## config.mk

```make
export PLATFORM = sky130hd
export DESIGN_NAME = alu_arbiter
export DESIGN_NICKNAME = d
export VERILOG_FILES = /design/src/rtl/alu_pkg.sv /design/src/rtl/alu_arbiter_rr_arb2.sv /design/src/rtl/alu_arbiter.sv
export SDC_FILE = /design/constraint.sdc
export NUM_CORES = 1
export LEC_CHECK = 0
export CAP_MARGIN = 20
export CORE_ASPECT_RATIO = 0.8
export CORE_MARGIN = 2
export CORE_UTILIZATION = 45
export CTS_BUF_LIST = sky130_fd_sc_hd__clkbuf_4
export DETAILED_ROUTE_END_ITERATION = 8
export DONT_BUFFER_PORTS = 1
export PLACE_DENSITY_LB_ADDON = 0.25
export SETUP_SLACK_MARGIN = 0.2
export SKIP_LAST_GASP = 1
export SLEW_MARGIN = 5
export SYNTH_ARGS = -nofsm -noshare
export SYNTH_HDL_FRONTEND = slang
export SYNTH_SLANG_ARGS = --single-unit
export TNS_END_PERCENT = 1
```

## constraint.sdc

```tcl
create_clock -name clk -period 1.6 [get_ports clk]
set_input_delay 0.24 -clock clk [delete_from_list [all_inputs] [get_ports clk]]
set_output_delay 0.24 -clock clk [all_outputs]
set_load 0.005 [all_outputs]
```

## src/rtl/alu_pkg.sv

```systemverilog
// alu_pkg: shared definitions for the ALU and its two-requester arbiter.
// Holds the default widths, the ALU op code constants, the flag bit
// positions inside the packed {C,N,O,Z} flag vector and the arbiter FSM
// state encoding.
package alu_pkg;

    // Default widths; the arbiter must be built with the same widths as the ALU.
    localparam int DATA_W_DEF = 8;
    localparam int OP_W_DEF   = 3;
    localparam int FLAG_W_DEF = 4;

    // ALU op codes (semantics are owned by the ALU, the arbiter only forwards them).
    localparam logic [2:0] OP_ADD  = 3'b000;
    localparam logic [2:0] OP_SUB  = 3'b001;
    localparam logic [2:0] OP_OR   = 3'b010;
    localparam logic [2:0] OP_AND  = 3'b011;
    localparam logic [2:0] OP_NOT  = 3'b100;
    localparam logic [2:0] OP_COMP = 3'b101;
    localparam logic [2:0] OP_SHR  = 3'b110;
    localparam logic [2:0] OP_SHL  = 3'b111;

    // Flag bit indices inside {C,N,O,Z}.
    localparam int FLAG_C = 3;
    localparam int FLAG_N = 2;
    localparam int FLAG_O = 1;
    localparam int FLAG_Z = 0;

    // Arbiter FSM: one op in flight, each non-idle state lasts one cycle.
    typedef enum logic [1:0] {
        ST_IDLE  = 2'b00,
        ST_ISSUE = 2'b01,
        ST_WAIT  = 2'b10,
        ST_RESP  = 2'b11
    } arb_state_e;

endpackage

```

## src/rtl/alu_arbiter_rr_arb2.sv

```systemverilog
// rr_arb2: two-way combinational grant with a registered preference pointer.
//
// Ports:
//   clk, rst    - clock and synchronous active-high reset
//   req_valid   - request vector, bit i = requester i
//   accept      - high in the cycle the grant is taken; moves the pointer
//   grant       - combinational one-hot (or zero) winner
//
// Build option ALU_ARB_FIXED_PRIO_EN: when defined, requester 0 always wins
// a simultaneous request and the pointer register does not exist.
module rr_arb2 (
    input  logic       clk,
    input  logic       rst,
    input  logic [1:0] req_valid,
    input  logic       accept,
    output logic [1:0] grant
);

`ifdef ALU_ARB_FIXED_PRIO_EN

    // Clock, reset and accept have no function with a fixed priority.
    logic unused_s;
    assign unused_s = &{1'b0, clk, rst, accept};

    // Fixed-priority grant: requester 0 first.
    always_comb begin
        grant = 2'b00;
        if (req_valid[0]) begin
            grant = 2'b01;
        end else if (req_valid[1]) begin
            grant = 2'b10;
        end else begin
            grant = 2'b00;
        end
    end

`else

    // prefer1_r = 1 means requester 1 wins the next tie (requester 0 won last).
    logic prefer1_r;

    // Round-robin grant: a lone requester wins outright, a tie goes to the preferred one.
    always_comb begin
        grant = 2'b00;
        case (req_valid)
            2'b01:   grant = 2'b01;
            2'b10:   grant = 2'b10;
            2'b11:   grant = prefer1_r ? 2'b10 : 2'b01;
            default: grant = 2'b00;
        endcase
    end

    // Pointer update: after any accept the other requester is preferred.
    always_ff @(posedge clk) begin
        if (rst) begin
            prefer1_r <= 1'b0;
        end else if (accept) begin
            prefer1_r <= grant[0];
        end else begin
            prefer1_r <= prefer1_r;
        end
    end

`endif

endmodule

```

## src/rtl/alu_arbiter.sv

```systemverilog
// alu_arbiter: shares one registered-output ALU between two requesters.
// A request is accepted in IDLE, its op/operands are registered onto the
// ALU inputs (ISSUE), the ALU result is captured when valid (WAIT) and
// returned with a one-cycle strobe to the owner (RESP).
// Accept edge to resp_valid = 3 cycles, one op per 4 cycles.
//
// Ports:
//   clk, rst                 - clock, synchronous active-high reset
//   req_valid / req_ready    - per-requester handshake (ready is combinational)
//   req{0,1}_op/_a/_b        - requester op code and operands
//   resp_valid               - one-cycle response strobe to the owner
//   resp_out / resp_flags    - captured ALU result and {C,N,O,Z} flags
//   busy                     - high whenever the FSM is not idle
//   alu_a / alu_b / alu_op   - registered ALU inputs
//   alu_out / alu_flags      - ALU registered result and flags
//
// Build option ALU_ARB_FIXED_PRIO_EN (see rr_arb2): requester 0 always
// wins ties; timing is unchanged.
module alu_arbiter
    import alu_pkg::*;
#(
    parameter int DATA_W = DATA_W_DEF,
    parameter int OP_W   = OP_W_DEF,
    parameter int FLAG_W = FLAG_W_DEF
) (
    input  logic              clk,
    input  logic              rst,
    input  logic [1:0]        req_valid,
    output logic [1:0]        req_ready,
    input  logic [OP_W-1:0]   req0_op,
    input  logic [DATA_W-1:0] req0_a,
    input  logic [DATA_W-1:0] req0_b,
    input  logic [OP_W-1:0]   req1_op,
    input  logic [DATA_W-1:0] req1_a,
    input  logic [DATA_W-1:0] req1_b,
    output logic [1:0]        resp_valid,
    output logic [DATA_W-1:0] resp_out,
    output logic [FLAG_W-1:0] resp_flags,
    output logic              busy,
    output logic [DATA_W-1:0] alu_a,
    output logic [DATA_W-1:0] alu_b,
    output logic [OP_W-1:0]   alu_op,
    input  logic [DATA_W-1:0] alu_out,
    input  logic [FLAG_W-1:0] alu_flags
);

    arb_state_e state_r;
    logic       owner_r;
    logic [1:0] grant_s;
    logic       accept_s;

    rr_arb2 u_arb (
        .clk       (clk),
        .rst       (rst),
        .req_valid (req_valid),
        .accept    (accept_s),
        .grant     (grant_s)
    );

    // Handshake: grants are only offered while idle, so ready is zero otherwise.
    always_comb begin
        req_ready = 2'b00;
        accept_s  = 1'b0;
        if (state_r == ST_IDLE) begin
            req_ready = grant_s;
            accept_s  = (grant_s != 2'b00);
        end else begin
            req_ready = 2'b00;
            accept_s  = 1'b0;
        end
    end

    // Operation sequencer: accept, issue, wait out the ALU register, respond.
    always_ff @(posedge clk) begin
        if (rst) begin
            state_r    <= ST_IDLE;
            owner_r    <= 1'b0;
            busy       <= 1'b0;
            resp_valid <= 2'b00;
            resp_out   <= '0;
            resp_flags <= '0;
            alu_a      <= '0;
            alu_b      <= '0;
            alu_op     <= '0;
        end else begin
            case (state_r)
                ST_IDLE: begin
                    if (accept_s) begin
                        owner_r <= grant_s[1];
                        alu_op  <= grant_s[1] ? req1_op : req0_op;
                        alu_a   <= grant_s[1] ? req1_a  : req0_a;
                        alu_b   <= grant_s[1] ? req1_b  : req0_b;
                        busy    <= 1'b1;
                        state_r <= ST_ISSUE;
                    end else begin
                        busy    <= 1'b0;
                        state_r <= ST_IDLE;
                    end
                end
                ST_ISSUE: begin
                    // ALU samples alu_a/alu_b/alu_op at the end of this cycle.
                    state_r <= ST_WAIT;
                end
                ST_WAIT: begin
                    resp_out   <= alu_out;
                    resp_flags <= alu_flags;
                    resp_valid <= {owner_r, ~owner_r};
                    state_r    <= ST_RESP;
                end
                ST_RESP: begin
                    resp_valid <= 2'b00;
                    busy       <= 1'b0;
                    state_r    <= ST_IDLE;
                end
                default: begin
                    resp_valid <= 2'b00;
                    busy       <= 1'b0;
                    state_r    <= ST_IDLE;
                end
            endcase
        end
    end

endmodule

```

# Yosys cells after proc, flatten, opt, wreduce, memory -nomap -nowiden
# Cells that the tools add are included.
# totals
register_bits,38
in_bits,54
output_inout_bits,36
elab_cells,34
# op_classes
n_eq_ne,6
n_mux,12
n_bitwise,1
n_reduce_logical,5
# op_table
operator,n
$mux W8,2
$eq A2 B2 Y1 const B,4
$pmux W2 S4,1
$pmux W2 S3,1
$reduce_bool A2 Y1,3
$eq A2 B1 Y1 const B,2
$mux W2,2
$pmux W2 S2,1
$mux W1,3
$mux W3,1
$logic_not A2 Y1,1
$pmux W1 S2,1
$reduce_and A2 Y1,1
$not A1 Y1,1

# Logic depth before layout (Yosys ltp)
# depth
ltp_word,6
depth_mapped,6

# Cells and area by module
# Synthesis repeated with hierarchy kept, for this count alone.
# unflattened
cells_unflattened,160
hier_area_um2,1704.1
# modules_own_cells
mod,n_inst,cells_per_inst,area_per_inst_um2
alu_arbiter,1,153,1636.6
rr_arb2,1,7,67.6

# Worst setup path after synthesis
# OpenSTA, ideal clock, no wires.
# synth_path
path_type,flip-flop to flip-flop
startpoint,register state_r[0]
endpoint,register alu_b[0]
setup_time_ns,0.136
arrival_time_ns,1.159
required_ns,1.464
path_slack_ns,0.306
stages_incl_launch_ff,7
path_buffers,1
period_less_slack_ns,1.294
cell_sequence,dfxtp_1 inv_1 ha_1 nand2_1 buf_6 o32ai_2 a211oi_2
# synth_between
elab_chain_len,3
# synth_rtl
element,line_no,rtl
"start, declared",alu_arbiter.sv:47,arb_state_e state_r;
"start signal, assigned",alu_arbiter.sv:76,state_r <= ST_IDLE;
"start signal, assigned",alu_arbiter.sv:94,state_r <= ST_ISSUE;
"start signal, assigned",alu_arbiter.sv:97,state_r <= ST_IDLE;
$logic_not A2 Y1 *,"alu_arbiter.sv:64, alu_arbiter.sv:86",
$mux W1,alu_arbiter.sv:64,if (state_r == ST_IDLE) begin
$reduce_and A2 Y1 (no line) *,-,
"end signal, assigned",alu_arbiter.sv:92,alu_b <= grant_s[1] ? req1_b : req0_b;
"end, declared",alu_arbiter.sv:41,"output logic [DATA_W-1:0] alu_b,"
# Mark *: on every way between the ends. The rest lies on a longest branch, timed or not.
# A chain may end at the register's enable or synchronous reset.

# Final worst setup path
# layout_path
startpoint,register u_arb.prefer1_r
endpoint,output req_ready[1]
# layout_between
elab_chain_len,3
# layout_rtl
element,line_no,rtl
"start, declared",alu_arbiter_rr_arb2.sv:40,logic prefer1_r;
"start signal, assigned",alu_arbiter_rr_arb2.sv:58,prefer1_r <= grant[0];
"start signal, assigned",alu_arbiter_rr_arb2.sv:60,prefer1_r <= prefer1_r;
$mux W2,alu_arbiter_rr_arb2.sv:48,2'b11: grant = prefer1_r ? 2'b10 : 2'b01;
$pmux W2 S3,alu_arbiter_rr_arb2.sv:45,case (req_valid)
$mux W2,alu_arbiter.sv:64,
"end, declared",alu_arbiter.sv:29,"output logic [1:0] req_ready,"
# Every way passes these cells.

==> out/results.ini <==
[global_routing]
antenna_found_initial=0
grt_pass1_wl_um=6260
overflow=0
groute.usage.overall_pct=17.7
grt_pass1_vias=1256
grt_max_degree=39

[clocking]
cts_sinks=38
numCtsBuffers=5
clk_pin_slew_worst_paths_ns=0.10
cts-root-buf=clkbuf_4
cts_max_path_buffers=2
tritoncts=yes
clk-insertion-delay-late_ns=0.33
htree_levels=2

[sta]
layout_min_cycle_time_ns=1.43
skew_ns=0.00482
finalCritPeriodShare_pct=89.5
tns_ns=0
fin_hold_ws_ns=-0.0427
drv_slew=0
rsz0062_at_grt=true
setup_viol=0
hold_viol_final=38
setup_slack_ns=0.168
fmax_ghz=0.698
timing.slew.headroom_pct=58.2
worst_pin_slew_ns=0.627

[synth]
syn_avg_cell_area_um2=11.6
synth_cells=161
muxShareOfSynthArea_pct=8.01
synthXorXnorAreaFrac_pct=0
synth-compound-area-share_pct=30.6
synthSimpleGateAreaFrac_pct=5.94
yosysUniqueCellTypes=22
seq_area_frac_synth_pct=40.6
synth_nets=219
ys_warn_count=0
ys_seq_elements=38
synthesis.area_mm2=0.00187
synth_top_family_by_area=compound AO/OA/AOI/OAI gates
synth_fa_ha_area_share_pct=2.67

[worst_setup_path]
worst_ep_required_time_ns=1.36
crit_path_end=req_ready[1]
r2r-end=alu_a[0]
cp-end-kind=output pin
critPathSlowestCell=and2b_4
critPathLaunch=u_arb.prefer1_r
worstPathMaxFanout=10
critPathMaxStageDelay_ns=0.43
critPathArrivalTime_ns=1.19
worstSetupStartpointType=flop
worst-r2r-setup-slack_ns=0.20
r2r_cells=6
crit_type=flop to output pin
reg2reg_from=state_r[0]
crit_chain=and2b_4 > nor2_4

[floorplanning]
rows=20
dieArea_mm2=0.00470
num_io_pins=90
die_h_um=61.7
core-area_mm2=0.00390
initial_core_util_pct=48.0
chipWidth_um=76.2

[place]
io_buffers=0
pre_cts_ws_ns=0.105
globalplace.congestion=0.765
dp_hpwl_um=2710

[status]
violations=hold timing
status=complete, but fails checks

[drt]
firstDrtPassIters=4
drt_wl_total_um=4310
num_vias=1246
drc_errors=0
wl_per_cell_um=19.3
drtAntennaViolNets=0
viasPerCell=5.59
drt_iter0_drc=16

[hold_path]
whs_path_depth=1
hold_class=primary input to flop

[finish]
multi_input_area_um2=998
n_antenna_cell=0
finalNetCount=227
layout-drive-gt1-share_pct=41.1
nFillCells=359
seq_area_um2=763
syn2layout_area_growth_pct=12.2

[run]
maxCapViolCount=0

[power_and_ir_drop]
ir_drop_v=0.000935
pwr_density_cell_mw_per_mm2=1960
p_leak_uw=0.000779

-- per-stage QoR --
stage	cell area, um^2	total power, uW	instances	util [%]	hold WS [ns]
floorplan	1870	3040	161	-	0.387
detailed placement	1860	3210	206	47.6	0.309
global route	2100	4390	223	53.9	-0.0810
global placement	1860	3100	206	47.6	0.309
finish	2100	4120	223	53.9	-0.0427
CTS	2020	3930	220	51.8	-0.0579
-- cells by family after synthesis --
family	count (synthesis)
multiplexers	15
AO/OA/AOI/OAI	41
AND/OR/NAND/NOR	26
adder cells (fa/ha/maj)	4
buffers and inverters	37
flip-flops	38
-- what timing repair did --
item,in CTS,in global routing
buffers inserted,5,1
hold endpoints to repair,38,38
setup endpoints to repair,21,22
pin swaps,1,3
gates resized for setup,14,6
gates cloned,3,2
-- layer usage --
layer / routed length (um) / part of all wire [%] / GRT usage, %
met5: 0 / 0 / 0
met4: 27 / 0.63 / 6.23
met3: 388 / 9.0 / 7.80
met2: 2110 / 49 / 31.5
met1: 1780 / 41 / 19.7
-- critical path, delay by kind of cell (launching register included) --
family	cells	cell delay, ns
AND/OR/NAND/NOR	2	0.50
flip-flops	1	0.35
-- power breakdown --
group / total [uW] / switching, uW / internal [uW]
sequential: 1520 / 268 / 1250
clock: 434 / 284 / 150
combinational: 2170 / 1030 / 1140
-- flip-flops by register name, indices dropped and copies added (netlist names), 2 cells and up --
| register | flops |
|---|---|
| state_r | 2 |
| alu_b | 8 |
| resp_flags | 4 |
| alu_op | 3 |
| alu_a | 8 |
| resp_out | 8 |
| resp_valid | 2 |
-- synthesized netlist by cell type (all sizes together) --
cell type   n  area [um^2]
o32ai      19          309
dfxtp      38          761
nor2b       1         6.26
buf        13          138
nor3        3         15.0
clkbuf      1         3.75
nand2       3         11.3
inv        23         86.3
mux2i      15          150
a22oi       1         7.51
a21oi       1         5.00
a211oi     19          238
nand3       1         5.00
o21a        1         15.0
nor2       17         63.8
and2b       1         10.0
ha          4         50.1
-- worst min path at each step --
stage            startpoint            end
6_report                rst       alu_b[1]
3_3_place_gp            rst       alu_b[2]
2_1_floorplan  alu_flags[3]  resp_flags[3]
4_1_cts                 rst       alu_b[7]
5_1_grt                 rst           busy
3_5_place_dp            rst       alu_b[0]
-- cell type report --
type / instances / area share [%]
Clock inverter: 1 / 0.178
Multi-Input combinational cell: 89 / 47.5
Inverter: 23 / 4.10
Sequential cell: 38 / 36.3
Clock buffer: 5 / 1.78
Tap cell: 55 / 3.27
Timing Repair Buffer: 12 / 6.90
-- cell usage in the layout (no fill, tap or decap), drive strengths merged --
cell    netlist  routed
ha            4       4
inv          23      23
clkbuf        1       5
bufbuf        0       1
and2b         1       2
buf          13      11
mux2i        15      15
a21oi         1       1
o21a          1       3
nor3          3       3
a22oi         1       1
nor2b         1       1
nand3         1       1
clkinv        0       1
o32ai        19      19
nor2         17      17
nand2         3       3
dfxtp        38      38
a211oi       19      19
Power figures use the tool's default switching activity.
